**src/rtl/fifo_wr_arbiter_if.sv**
```systemverilog
// Write-side bundle between the producers, the round-robin arbiter and the FIFO.
// The master modport is the arbiter's view; slave is the producer/FIFO environment.
interface fifo_wr_arbiter_if #(
  parameter int unsigned NREQ = 4,
  parameter int unsigned DW   = 8
);
  logic [NREQ-1:0]    req;
  logic [NREQ*DW-1:0] req_data;
  logic [NREQ-1:0]    gnt;
  logic [NREQ-1:0]    ack;
  logic               fifo_full;
  logic               fifo_we;
  logic [DW-1:0]      fifo_data;
  logic               busy;

  modport master (
    input  req, req_data, fifo_full,
    output gnt, ack, fifo_we, fifo_data, busy
  );

  modport slave (
    output req, req_data, fifo_full,
    input  gnt, ack, fifo_we, fifo_data, busy
  );
endinterface

```
**src/rtl/fifo_wr_arbiter.sv**
```systemverilog
// Round-robin arbiter sharing one FIFO write port among NREQ producers, granting bounded bursts
// and stalling (with the grant held) while the FIFO reports full.
module fifo_wr_arbiter #(
  parameter int unsigned NREQ      = 4,
  parameter int unsigned DW        = 8,
  parameter int unsigned MAX_BURST = 4
) (
  input logic               clk,
  input logic               rst,
  fifo_wr_arbiter_if.master bus
);

  localparam int unsigned PW = (NREQ > 1) ? $clog2(NREQ) : 1;

  typedef enum logic [0:0] {StIdle, StBurst} state_e;

  state_e          state_q, state_d;
  logic [PW-1:0]   rr_ptr_q, rr_ptr_d;
  logic [PW-1:0]   owner_q, owner_d;
  logic [3:0]      burst_cnt_q, burst_cnt_d;
  logic [NREQ-1:0] gnt_q, gnt_d;

  logic [2*NREQ-1:0] req_dbl;
  logic [NREQ-1:0]   req_rot;
  logic [PW-1:0]     pick_off;
  logic [PW:0]       pick_sum;
  logic [PW-1:0]     pick;

  logic          own_req;
  logic [DW-1:0] own_data;
  logic          wr;

  // Rotate requests so bit 0 is the producer at rr_ptr; lowest set bit is the winner.
  always_comb begin
    req_dbl  = {bus.req, bus.req} >> rr_ptr_q;
    req_rot  = req_dbl[NREQ-1:0];
    pick_off = '0;
    for (int k = NREQ - 1; k >= 0; k--) begin
      if (req_rot[k]) pick_off = PW'(k);
    end
    pick_sum = {1'b0, rr_ptr_q} + {1'b0, pick_off};
    pick     = (pick_sum >= (PW+1)'(NREQ)) ? PW'(pick_sum - (PW+1)'(NREQ)) : pick_sum[PW-1:0];
  end

  // Owner mux keyed off the one-hot grant, so all outputs fall to zero when idle.
  always_comb begin
    own_req  = 1'b0;
    own_data = '0;
    for (int i = 0; i < NREQ; i++) begin
      if (gnt_q[i]) begin
        own_req  = bus.req[i];
        own_data = bus.req_data[i*DW +: DW];
      end
    end
    wr = (state_q == StBurst) & own_req & ~bus.fifo_full;
  end

  always_comb begin
    state_d     = state_q;
    rr_ptr_d    = rr_ptr_q;
    owner_d     = owner_q;
    burst_cnt_d = burst_cnt_q;
    gnt_d       = gnt_q;
    unique case (state_q)
      StIdle: begin
        if (|bus.req) begin
          owner_d     = pick;
          gnt_d       = NREQ'(1'b1) << pick;
          burst_cnt_d = '0;
          state_d     = StBurst;
        end
      end
      StBurst: begin
        if (wr) burst_cnt_d = burst_cnt_q + 4'd1;
        if ((wr && (burst_cnt_q == 4'(MAX_BURST - 1))) || !own_req) begin
          gnt_d    = '0;
          rr_ptr_d = (owner_q == PW'(NREQ - 1)) ? '0 : owner_q + 1'b1;
          state_d  = StIdle;
        end
      end
      default: state_d = StIdle;
    endcase
  end

  always_ff @(posedge clk) begin
    if (rst) begin
      state_q     <= StIdle;
      rr_ptr_q    <= '0;
      owner_q     <= '0;
      burst_cnt_q <= '0;
      gnt_q       <= '0;
    end else begin
      state_q     <= state_d;
      rr_ptr_q    <= rr_ptr_d;
      owner_q     <= owner_d;
      burst_cnt_q <= burst_cnt_d;
      gnt_q       <= gnt_d;
    end
  end

  assign bus.gnt       = gnt_q;
  assign bus.ack       = gnt_q & {NREQ{wr}};
  assign bus.fifo_we   = wr;
  assign bus.fifo_data = own_data;
  assign bus.busy      = (state_q == StBurst);

endmodule

```
**src/flat_wrapper.sv**
```systemverilog
// flat-port wrapper written by rule: the top's interface ports become plain ports
module fifo_wr_arbiter_flat 
#(
  parameter int unsigned NREQ      = 4,
  parameter int unsigned DW        = 8,
  parameter int unsigned MAX_BURST = 4
)
  (clk, rst, bus_req, bus_req_data, bus_fifo_full, bus_gnt, bus_ack, bus_fifo_we, bus_fifo_data, bus_busy);
  fifo_wr_arbiter_if #(.NREQ(NREQ), .DW(DW)) bus_i ();
  input logic clk;
  input logic rst;
  input wire logic [$bits(bus_i.req)-1:0] bus_req;
  input wire logic [$bits(bus_i.req_data)-1:0] bus_req_data;
  input wire logic [$bits(bus_i.fifo_full)-1:0] bus_fifo_full;
  output wire logic [$bits(bus_i.gnt)-1:0] bus_gnt;
  output wire logic [$bits(bus_i.ack)-1:0] bus_ack;
  output wire logic [$bits(bus_i.fifo_we)-1:0] bus_fifo_we;
  output wire logic [$bits(bus_i.fifo_data)-1:0] bus_fifo_data;
  output wire logic [$bits(bus_i.busy)-1:0] bus_busy;
  assign bus_i.req = bus_req;
  assign bus_i.req_data = bus_req_data;
  assign bus_i.fifo_full = bus_fifo_full;
  assign bus_gnt = bus_i.gnt;
  assign bus_ack = bus_i.ack;
  assign bus_fifo_we = bus_i.fifo_we;
  assign bus_fifo_data = bus_i.fifo_data;
  assign bus_busy = bus_i.busy;
  fifo_wr_arbiter #(.NREQ(NREQ), .DW(DW), .MAX_BURST(MAX_BURST)) u_core (.clk(clk), .rst(rst), .bus(bus_i));
endmodule
```
**config.mk**
```make
export PLATFORM = sky130hd
export DESIGN_NAME = fifo_wr_arbiter_flat
export DESIGN_NICKNAME = d
export VERILOG_FILES = /design/src/rtl/fifo_wr_arbiter_if.sv /design/src/rtl/fifo_wr_arbiter.sv /design/src/flat_wrapper.sv
export SDC_FILE = /design/constraint.sdc
export NUM_CORES = 1
export LEC_CHECK = 0
export BUFFER_PORTS_ARGS = -buffer_cell sky130_fd_sc_hd__buf_2
export CORE_AREA = 2 2 51 53
export DETAILED_ROUTE_END_ITERATION = 7
export DIE_AREA = 0 0 53 55
export PLACE_DENSITY = 0.87
export SYNTH_ARGS = -nofsm -noshare
export SYNTH_HDL_FRONTEND = slang
export SYNTH_SLANG_ARGS = --single-unit
```
**constraint.sdc**
```tcl
create_clock -name clk -period 4.9 [get_ports clk]
set_clock_uncertainty 0.15 [all_clocks]
set_input_delay 0.98 -clock clk [delete_from_list [all_inputs] [get_ports clk]]
set_output_delay 0.98 -clock clk [all_outputs]
set_load 0.02 [all_outputs]
```
==> results of run 1 <==
routing by layer:
metal / track usage, % / up-vias / wire, um / part of all wire [%]
met5: 0 / - / 0 / 0
met4: 10.3 / 0 / 47 / 1.7
met3: 3.76 / 4 / 286 / 10
met2: 35.6 / 47 / 1270 / 46
met1: 20.8 / 526 / 1140 / 42
li1: - / 635 / - / -
layout make-up:
cell class                      instances  area [um2]
Fill cell                             250        1010
Multi-Input combinational cell        119         737
Timing Repair Buffer                   56         280
Sequential cell                        13         260
Tap cell                               30        37.5
Clock buffer                            4        26.3
Inverter                                4        15.0
power breakdown:
group          total [W]  internal, W  switching (W)  leakage [nW]
Sequential      0.000173     0.000127      0.0000458         0.106
Combinational   0.000309     0.000128       0.000181         0.492
Clock          0.0000694    0.0000317      0.0000378        0.0150
kinds of logic after synthesis:
kind of cell | after synthesis | synth area share [%]
AOI/OAI and AO/OA | 48 | 29.8
xor gates and xnor gates | 3 | 2.38
adders and majority gates | 3 | 3.40
buffers and inverters | 17 | 9.64
DFF | 13 | 23.6
muxes | 2 | 1.93
and+or+nand+nor | 63 | 29.3
through the flow:
step	hold WS [ns]	setup slack, ns	util [%]	area, um2
floorplan	0.304	1.65	-	1100
global placement	0.320	1.58	56.2	1330
detailed placement	0.332	1.55	56.2	1330
CTS	0.348	1.56	57.4	1360
global route	0.382	1.46	57.4	1360
finish	0.346	1.57	57.4	1360
registers in the layout, indices dropped and copies added, names as in the netlist:
register	count
u_core.burst_cnt_q	4
u_core.rr_ptr_q	2
u_core.bus.busy	1
u_core.owner_q	2
u_core.bus.gnt	4
worst max-delay path, stage by stage:
cell and delay [ns]:
buf_2 0.16, a21oi_2 0.08, a211o_1 0.37, a21oi_2 0.29
and2_1 0.17, buf_2 0.16
synth_stat cells (all sizes together) (2+ instances only):
| cell | instances | share of area (%) |
|---|---|---|
| nand3b | 2 | 1.4 |
| nand3 | 4 | 1.8 |
| a211oi | 3 | 2.0 |
| nor2b | 3 | 1.7 |
| o211ai | 2 | 1.4 |
| and2 | 5 | 2.9 |
| clkbuf | 7 | 3.3 |
| a21oi | 15 | 7.8 |
| a22oi | 8 | 5.4 |
| ha | 3 | 3.4 |
| nand2 | 15 | 5.1 |
| inv | 4 | 1.4 |
| nor3 | 4 | 1.8 |
| o21ai | 9 | 4.1 |
| or2 | 2 | 1.1 |
| dfxtp | 13 | 24 |
| xnor2 | 2 | 1.6 |
| nor2 | 21 | 7.1 |
| buf | 6 | 5.0 |
| or3 | 2 | 1.6 |
| a32o | 3 | 2.9 |
worst max-delay path by stage:
| stage | to | slack (ns) | depth (start not counted) |
|---|---|---|---|
| after floorplan | bus_ack[0] | 1.65 | 5 |
| after global placement | bus_ack[2] | 1.58 | 6 |
| after detailed placement | bus_ack[2] | 1.55 | 6 |
| after CTS | bus_ack[2] | 1.56 | 6 |
| after global routing | bus_ack[0] | 1.46 | 6 |
| final | bus_ack[2] | 1.57 | 6 |
==> results by group, run 1 <==
Timing
  • Min Tclk post-route: 3.33 ns
  • Max-slew headroom: 53.9%
  • Setup-violating endpoint count in the final report: 0
  • Final max-slew violation count: 0
  • Final period utilization: roughly two thirds
  • Slew of the pin with the lowest slew margin: approximately 0.7 ns
  • Endpoints failing hold: 0
  • Setup TNS: 0 ns
  • RSZ-0062 raised after global routing: false
  • Peak Freq: around 300 MHz

Power
  • Power Total: ~0.00055 W
  • Power Density: about 410 nW/um2
  • IR drop worst, VDD: ~0.00025 V
  • Lkg Pwr: around 0.61 nW

Layout
  • Most common cell after layout, fill and taps aside: buf_2
  • Antenna cells: 0
  • Area Overhead vs Synth: 22.9%
  • Commonest non-fill, non-tap cells in the layout: 56 x buf_2, 21 x nor2_1, 15 x nand2_1
  • Fin cells: about 230
  • Share of layout cells above drive strength 1: 34.7%
  • Nets: between 200 and 250

Floorplanning
  • Die area: approximately 3000 um2
  • Die Wd: approximately 53 um
  • Core box area: around 2400 um2
  • I/O pin count: 57
  • Rows: 18
  • Initial Utilization: 46.7%
  • Die height: about 55 um

Clocking
  • H-tree depth: 1
  • Post-cts resize count: 0
  • Clk root buf: clkbuf_4
  • Clk pin slew, worst setup/hold paths: roughly 0.08 ns
  • Clk Latency, worst-skew pair: 0.28 ns
  • CTS sink cnt: 13
  • Maximum clock insertion buffer count: 2
  • CTS Hold Bufs: 0
  • CTS tree: built
  • TritonCTS Buffers: 3
  • # Post-CTS Setup Buffers: 0

Global route
  • First-pass GRT wire length: approximately 4 mm
  • Gr ovfl total: 0
  • Largest net degree at the start of global routing: 22
  • Initial antenna violation count: 0
  • Overall global routing resource usage: approximately 19%
  • Vias in the first global route: between 900 and 1000

Critical path
  • CP Max Fanout: 8
  • Slack of the worst reg-to-reg path: around 2.6 ns
  • Setup crit start: bus_req[1]
  • Reg-to-reg endpoint: u_core.rr_ptr_q[0]
  • FF-to-FF path depth: 5
  • Req. time, crit path: 3.77 ns
  • Critical Path End Type: output port
  • Reg2reg start: u_core.bus.gnt[2]
  • Startpoint Class: input pin
  • Critical path class: in2out
  • WP data arrival: about 2.2 ns

Yosys
  • #FFs+latches synth: 13
  • Post-Syn Nets: approximately 190
  • Synth async-reset ratio: 0%
  • Most used DFF post-synth: dfxtp_1
  • Cells after synthesis: approximately 150
  • Cell area after synthesis: between 1000 and 1500 um2
  • Avg Cell Area, Syn: 7.41 um2
  • Ys Warns: 0
  • Distinct cells, synth: 44
  • Number of flops mapped to enable cells by yosys: 0
  • Register area share after synthesis: a little under a quarter

Routing
  • Drt pass-1 iters: 4
  • Residual DRC: 0
  • WL per Instance: roughly 12 um
  • Total Routed Length: approximately 2.7 mm
  • Vias: approximately 1200
  • Antenna viol nets, final: 0
  • Starting DRT DRC Count: 17
  • Vias per cell: about 5.4

Outcome
  • Outcome: finished, final reports clean

Worst hold path
  • Hold Path Sink: u_core.owner_q[0]
  • HP Class: reg2reg
  • Hold depth: 2
  • HP Start: u_core.owner_q[0]

Flow run
  • Max-cap violations: 0

Placement
  • RD Place Congestion: just under 0.8
  • Dpl hpwl: 2.12 mm
  • Port buffer count: between 50 and 60
  • Placed cells: around 220
(Power assumes the default switching activity.)
==> inputs of run 2 (changes only) <==
- ABC_AREA: unset -> 1
- CORE_AREA: 2 2 51 53 -> 2 2 52 54
- DIE_AREA: 0 0 53 55 -> 0 0 54 56
- PLACE_DENSITY: 0.87 -> 0.82
- clock period: 4.9 -> 3.42 ns (I/O delays scaled with it)
==> run 2 against run 1 <==
Compared with the run above:
- worst hold slack got worse by 0.018 ns
- sequential cell count unchanged
- clock power increased by 37%
- die area rose by 3.7%
- critical path depth up 2
==> results by group, run 2 <==
Outcome
  • Outcome: finished, final reports clean (unchanged)

Global route
  • Initial antenna violation count: 0 (unchanged)
  • Overall global routing resource usage: 20.6% (was 19.2%)
  • Largest net degree at the start of global routing: 22 (unchanged)
  • Gr ovfl total: 0 (unchanged)
  • First-pass GRT wire length: 4.82 mm (was 3.99 mm)
  • Vias in the first global route: 1174 (was 941)

Yosys
  • Avg Cell Area, Syn: 6.40 um2 (was 7.41 um2)
  • Commonest cells in the netlist: 30 x nand2_1, 25 x nor2_1, 21 x nand3_1 (was 21 x nor2_1, 15 x nand2_1, 13 x dfxtp_1)
  • Most used DFF post-synth: dfxtp_1 (unchanged)
  • Post-Syn Nets: 206 (was 191)
  • Number of flops mapped to enable cells by yosys: 0 (unchanged)
  • Synth Area in Adders: 3.58% (was 3.40%)
  • #FFs+latches synth: 13 (unchanged)
  • Distinct cells, synth: 23 (was 44)
  • Synth Area in Compound Gates: 24.4% (was 29.8%)
  • Ranking of synthesized cells by area: dfxtp_1 25%, nand2_1 11%, nand3_1 10% (was dfxtp_1 24%, nor2_1 7.1%, a21oi_1 5.4%)
  • Largest family of logic cells by synthesized area: simple AND/OR/NAND/NOR gates (was compound AO/OA/AOI/OAI gates)
  • Ys Warns: 0 (unchanged)
  • Xor/xnor share of the synthesized area: 0% (was 2.38%)
  • Post-Synth Simple-Gate Area: 40.4% (was 29.3%)
  • Synth area leader: dfxtp_1 (unchanged)
  • Synth async-reset ratio: 0% (unchanged)
  • Cell area after synthesis: 1050 um2 (was 1100 um2)
  • Share of the synthesized area in the top cell type: 24.8% (was 23.6%)
  • Cells after synthesis: 164 (was 149)
  • Mux cell area share after synthesis: 0% (was 1.93%)
  • Top-count cell post-synth: nand2_1 (was nor2_1)
  • Register area share after synthesis: 24.8% (was 23.6%)

Power
  • Power Total: 0.00118 W (was 0.000551 W)
  • Power Density: 862 nW/um2 (was 406 nW/um2)
  • Lkg Pwr: 0.680 nW (was 0.613 nW)
  • IR drop worst, VDD: 0.000407 V (was 0.000250 V)

Layout
  • Reg area: 260 um2 (unchanged)
  • Share of layout cells above drive strength 1: 33.2% (was 34.7%)
  • Most common cell after layout, fill and taps aside: buf_2 (unchanged)
  • Area Overhead vs Synth: 30.6% (was 22.9%)
  • Multi-input gate area: 718 um2 (was 737 um2)
  • Nets: 263 (was 239)
  • Commonest non-fill, non-tap cells in the layout: 56 x buf_2, 30 x nand2_1, 25 x nor2_1 (was 56 x buf_2, 21 x nor2_1, 15 x nand2_1)
  • # fillers: 257 (was 250)
  • Antenna cells: 0 (unchanged)

Floorplanning
  • Initial Utilization: 43.2% (was 46.7%)
  • Die Wd: 54 um (was 53 um)
  • Rows: 18 (unchanged)
  • I/O pin count: 57 (unchanged)
  • Die height: 56 um (was 55 um)
  • Core box area: 2430 um2 (was 2360 um2)
  • Die area: 3020 um2 (was 2920 um2)

Critical path
  • Startpoint Class: flip-flop (was input pin)
  • Reg-to-reg endpoint: u_core.bus.gnt[1] (was u_core.rr_ptr_q[0])
  • FF-to-FF path depth: 11 (was 5)
  • WP data arrival: 1.76 ns (was 2.20 ns)
  • Slack of the worst reg-to-reg path: 1.47 ns (was 2.59 ns)
  • Critical Path End Type: output port (unchanged)
  • CP Max Fanout: 12 (was 8)
  • Reg2reg start: u_core.rr_ptr_q[0] (was u_core.bus.gnt[2])
  • Critical path class: reg2out (was in2out)
  • Req. time, crit path: 2.59 ns (was 3.77 ns)

Placement
  • RD Place Congestion: 0.912 (was 0.772)
  • Dpl hpwl: 2.35 mm (was 2.12 mm)
  • Port buffer count: 56 (unchanged)

Routing
  • Starting DRT DRC Count: 30 (was 17)
  • Vias per cell: 5.35 (was 5.36)
  • Total Routed Length: 3.01 mm (was 2.74 mm)
  • Drt pass-1 iters: 4 (unchanged)
  • Residual DRC: 0 (unchanged)
  • Antenna viol nets, final: 0 (unchanged)
  • Vias: 1337 (was 1212)
  • WL per Instance: 12.0 um (was 12.1 um)

Worst hold path
  • Hold depth: 1 (was 2)
  • HP Start: u_core.burst_cnt_q[0] (was u_core.owner_q[0])
  • Hold Path Sink: u_core.burst_cnt_q[0] (was u_core.owner_q[0])
  • HP Class: reg2reg (unchanged)

Clocking
  • Clk pin slew, worst setup/hold paths: 0.08 ns (about the same)
  • Clk root buf: clkbuf_4 (unchanged)
  • CTS tree: built (unchanged)
  • H-tree depth: 1 (unchanged)
  • CTS Hold Bufs: 0 (unchanged)
  • Maximum clock insertion buffer count: 2 (unchanged)
  • TritonCTS Buffers: 3 (unchanged)
  • CTS sink cnt: 13 (unchanged)
  • Post-cts resize count: 0 (unchanged)
  • # Post-CTS Setup Buffers: 0 (unchanged)
  • Clk Latency, worst-skew pair: 0.27 ns (was 0.28 ns)

Timing
  • Setup-violating endpoint count in the final report: 0 (unchanged)
  • RSZ-0062 raised after global routing: false (unchanged)
  • Peak Freq: a little under 400 MHz
  • Setup TNS: 0 ns (unchanged)
  • Final max-slew violation count: 0 (unchanged)
  • Final period utilization: around three quarters
  • Endpoints failing hold: 0 (unchanged)
  • Max-slew headroom: 57.6% (was 53.9%)
  • Slew of the pin with the lowest slew margin: 0.635 ns (was 0.691 ns)
  • Min Tclk post-route: 2.60 ns

Flow run
  • Max-cap violations: 0 (unchanged)
## run 2: changes by cell type after synthesis, sizes merged, moves of 5 or more
cell,change
a221oi,+7
a22oi,-8
o31ai,+9
inv,+9
nand2,+23
nand3,+19
nor2,+5
buf,-5
## run 2: metal layers
metal / global-route usage, % / share of wire (%) / routed length, um
met1: 25.3 / 44 / 1340
met2: 35.4 / 44 / 1320
met3: 4.30 / 11 / 325
met4: 5.36 / 0.90 / 27
met5: 0 / 0 / 0
## run 2: layout make-up
class / count / share of cell area, %
Clock buffer: 4 / 1.92
Inverter: 13 / 3.56
Multi-Input combinational cell: 134 / 52.4
Sequential cell: 13 / 19.0
Tap cell: 30 / 2.74
Timing Repair Buffer: 56 / 20.4
## run 2: worst max path at each step
stage,slack (ns),endpoint,from
after global routing,0.67,bus_fifo_we,u_core.bus.gnt[2]
after floorplan,1.10,bus_fifo_data[0],u_core.bus.gnt[1]
final,0.82,bus_fifo_we,u_core.bus.gnt[2]
after global placement,1.08,bus_fifo_we,bus_req[1]
after CTS,0.82,bus_fifo_we,u_core.bus.gnt[2]
after detailed placement,1.07,bus_fifo_we,bus_req[1]
## run 2: per-stage QoR
stage	util (%)	area (um2)	setup slack [ns]	hold slack, ns	instances
after global placement	55.3	1350	1.08	0.313	246
after detailed placement	55.3	1350	1.07	0.320	246
after floorplan	-	1050	1.10	0.292	164
after CTS	56.4	1370	0.819	0.331	250
after global routing	56.4	1370	0.671	0.361	250
final	56.4	1370	0.822	0.328	250
## run 2: critical path, cell delays in order, from the launching register on
cell,delay [ns]
dfxtp_1,0.59
inv_2,0.18
nor2_1,0.13
nor2_1,0.05
nand2_1,0.11
nand2_2,0.06
nand2_2,0.13
inv_1,0.08
buf_2,0.16
## run 2: report_power, final
part	internal [W]	leakage (nW)	switching (W)
clock network	0.0000452	0.0150	0.0000496
logic	0.000288	0.558	0.000500
registers	0.000198	0.107	0.000101
total	0.000531	0.680	0.000651
## run 2: logic make-up (layout without fill, tap and decap cells)
| group | count (synthesis) | after routing |
|---|---|---|
| AO/OA/AOI/OAI | 40 | 40 |
| adder cells (fa/ha/maj) | 3 | 3 |
| buffers and inverters | 17 | 73 |
| flip-flops | 13 | 13 |
| AND/OR/NAND/NOR | 91 | 91 |
==> inputs of run 3 (changes only) <==
- clock period: 3.42 -> 2.5 ns (I/O delays scaled with it)
==> run 3 against run 2 <==
Compared with the run above:
- combinational power increased by 42%
- cell count up 1.2%
- sequential share of layout area down 0.31 points
- first-iteration DRC count is 13% higher
- design area increased by 1.6%
- critical path depth shrank 1
- count of clock-buffer cells in the layout unchanged
- routed wire length fell by 1.4%
- register-to-register slack got worse by 0.92 ns
- die area did not move
==> results by group, run 3 (synthesis results as in run 2) <==
Timing
  • Final max-slew violation count: 0 (unchanged)
  • Endpoints failing hold: 0 (unchanged)
  • Worst setup margin: 0.134 ns (was 0.822 ns)
  • Peak Freq: approximately 420 MHz
  • Min Tclk post-route: 2.37 ns
  • Final period utilization: between 90% and 100%
  • Setup TNS: 0 ns (unchanged)
  • Worst hold slack: 0.274 ns (was 0.328 ns)
  • Setup-violating endpoint count in the final report: 0 (unchanged)
  • Slew of the pin with the lowest slew margin: 0.498 ns (was 0.635 ns)
  • Max-slew headroom: 66.8% (was 57.6%)

Clocking
  • Maximum clock insertion buffer count: 2 (unchanged)
  • Clk Latency, worst-skew pair: 0.28 ns (was 0.27 ns)
  • CTS tree: built (unchanged)
  • # Post-CTS Setup Buffers: 0 (unchanged)
  • Post-cts resize count: 0 (unchanged)
  • CTS sink cnt: 13 (unchanged)
  • H-tree depth: 1 (unchanged)
  • Clk root buf: clkbuf_4 (unchanged)
  • TritonCTS Buffers: 3 (unchanged)
  • CTS Hold Bufs: 0 (unchanged)
  • Clk pin slew, worst setup/hold paths: 0.07 ns (was 0.08 ns)

Outcome
  • Outcome: finished, final reports clean (unchanged)

Floorplanning
  • Die height: 56 um (unchanged)
  • Die Wd: 54 um (unchanged)
  • Core box area: 2430 um2 (unchanged)
  • Initial Utilization: 43.2% (unchanged)
  • Rows: 18 (unchanged)
  • I/O pin count: 57 (unchanged)
  • Die area: 3020 um2 (unchanged)

Power
  • Lkg Pwr: 0.695 nW (was 0.680 nW)
  • Power Density: 1170 nW/um2 (was 862 nW/um2)
  • IR drop worst, VDD: 0.000667 V (was 0.000407 V)
  • Internal: 0.000747 W (was 0.000531 W)
  • Clock share of power: 8.2% (was 8.0%)
  • Sequential Power Share: 23.4% (was 25.3%)
  • Switching pwr: 0.000883 W (was 0.000651 W)
  • Power Total: 0.00163 W (was 0.00118 W)
  • Switch share: 54.1% (was 55.1%)
  • Combinational share of power: 68.5% (was 66.6%)

Global route
  • Initial antenna violation count: 0 (unchanged)
  • Vias in the first global route: 1133 (was 1174)
  • Gr ovfl total: 0 (unchanged)
  • Largest net degree at the start of global routing: 20 (was 22)
  • Overall global routing resource usage: 19.2% (was 20.6%)
  • First-pass GRT wire length: 4.54 mm (was 4.82 mm)

Routing
  • Starting DRT DRC Count: 34 (was 30)
  • Total Routed Length: 2.97 mm (was 3.01 mm)
  • WL per Instance: 11.7 um (was 12.0 um)
  • Residual DRC: 0 (unchanged)
  • Vias: 1348 (was 1337)
  • Antenna viol nets, final: 0 (unchanged)
  • Vias per cell: 5.33 (was 5.35)
  • Drt pass-1 iters: 4 (unchanged)

Critical path
  • CP Max Fanout: 13 (was 12)
  • Req. time, crit path: 1.85 ns (was 2.59 ns)
  • Critical Path End Type: output port (unchanged)
  • Startpoint Class: flip-flop (unchanged)
  • WP data arrival: 1.72 ns (was 1.76 ns)
  • Critical path class: reg2out (unchanged)

Layout
  • Area Overhead vs Synth: 32.8% (was 30.6%)
  • Final Instance Area: 1390 um2 (was 1370 um2)
  • Antenna cells: 0 (unchanged)
  • Most common cell after layout, fill and taps aside: buf_2 (unchanged)
  • Commonest non-fill, non-tap cells in the layout: 56 x buf_2, 30 x nand2_1, 25 x nor2_1 (unchanged)
  • Share of layout cells above drive strength 1: 34.1% (was 33.2%)
  • Nets: 266 (was 263)

Placement
  • Worst slack, placed: 0.424 ns (was 1.07 ns)
  • DP Area: 1350 um2 (about the same)
  • Port buffer count: 56 (unchanged)
  • RD Place Congestion: 0.872 (was 0.912)
  • Dpl hpwl: 2.31 mm (was 2.35 mm)

Worst hold path
  • HP Class: in2reg (was reg2reg)

Flow run
  • Max-cap violations: 0 (unchanged)
==> run 3: changes by cell type in the layout (fill, tap and decap cells not counted) <==
cell | previous run | this run
buf_4 | 0 | 3
==> run 3: final cells by class <==
type / count / area [um2]
fillers: 252 / 1040
multi-input cells: 134 / 718
well taps: 30 / 37.5
flip-flops and latches: 13 / 260
repair buffers: 59 / 303
clock buffers: 4 / 26.3
inverters: 13 / 48.8
==> run 3: layer usage <==
layer	track usage, %	part of all wire, %	up-vias
met5	0	0	-
met4	8.21	2.0	0
met3	3.23	10	7
met2	32.8	44	58
met1	22.7	43	591
li1	-	-	692
==> run 3: path summary, 6_finish.rpt <==
check                        startpoint               endpoint  slack [ns]  cells after the start
hold reg to reg   u_core.burst_cnt_q[0]  u_core.burst_cnt_q[0]        0.33                      1
setup reg to reg     u_core.rr_ptr_q[0]      u_core.bus.gnt[2]        0.55                     10
hold / removal                      rst  u_core.burst_cnt_q[1]        0.27                      2
setup / recovery      u_core.bus.gnt[1]             bus_ack[0]        0.13                      7
==> run 3: through the flow <==
stage | util [%] | instances
6_report | 57.3 | 253
3_3_place_gp | 55.6 | 247
3_5_place_dp | 55.6 | 247
4_1_cts | 56.7 | 251
2_1_floorplan | - | 164
5_1_grt | 57.3 | 253
==> run 3: worst max-delay path, cell delays in order, from the launching register on <==
cell and delay (ns):
dfxtp_1 0.63, a21oi_1 0.12, nand2_1 0.09, nand2_1 0.06
nand2_2 0.07, nand2_2 0.10, nor2_1 0.16, buf_2 0.19
==> run 3: power by group through the flow <==
stage	clock (W)	sequential [W]	combinational (W)
6_report	0.000133	0.000381	0.00112
5_1_grt	0.000140	0.000394	0.00126
4_1_cts	0.000136	0.000380	0.00110
3_5_place_dp	0	0.000385	0.00110
3_3_place_gp	0	0.000380	0.00109
2_1_floorplan	0	0.000375	0.000825
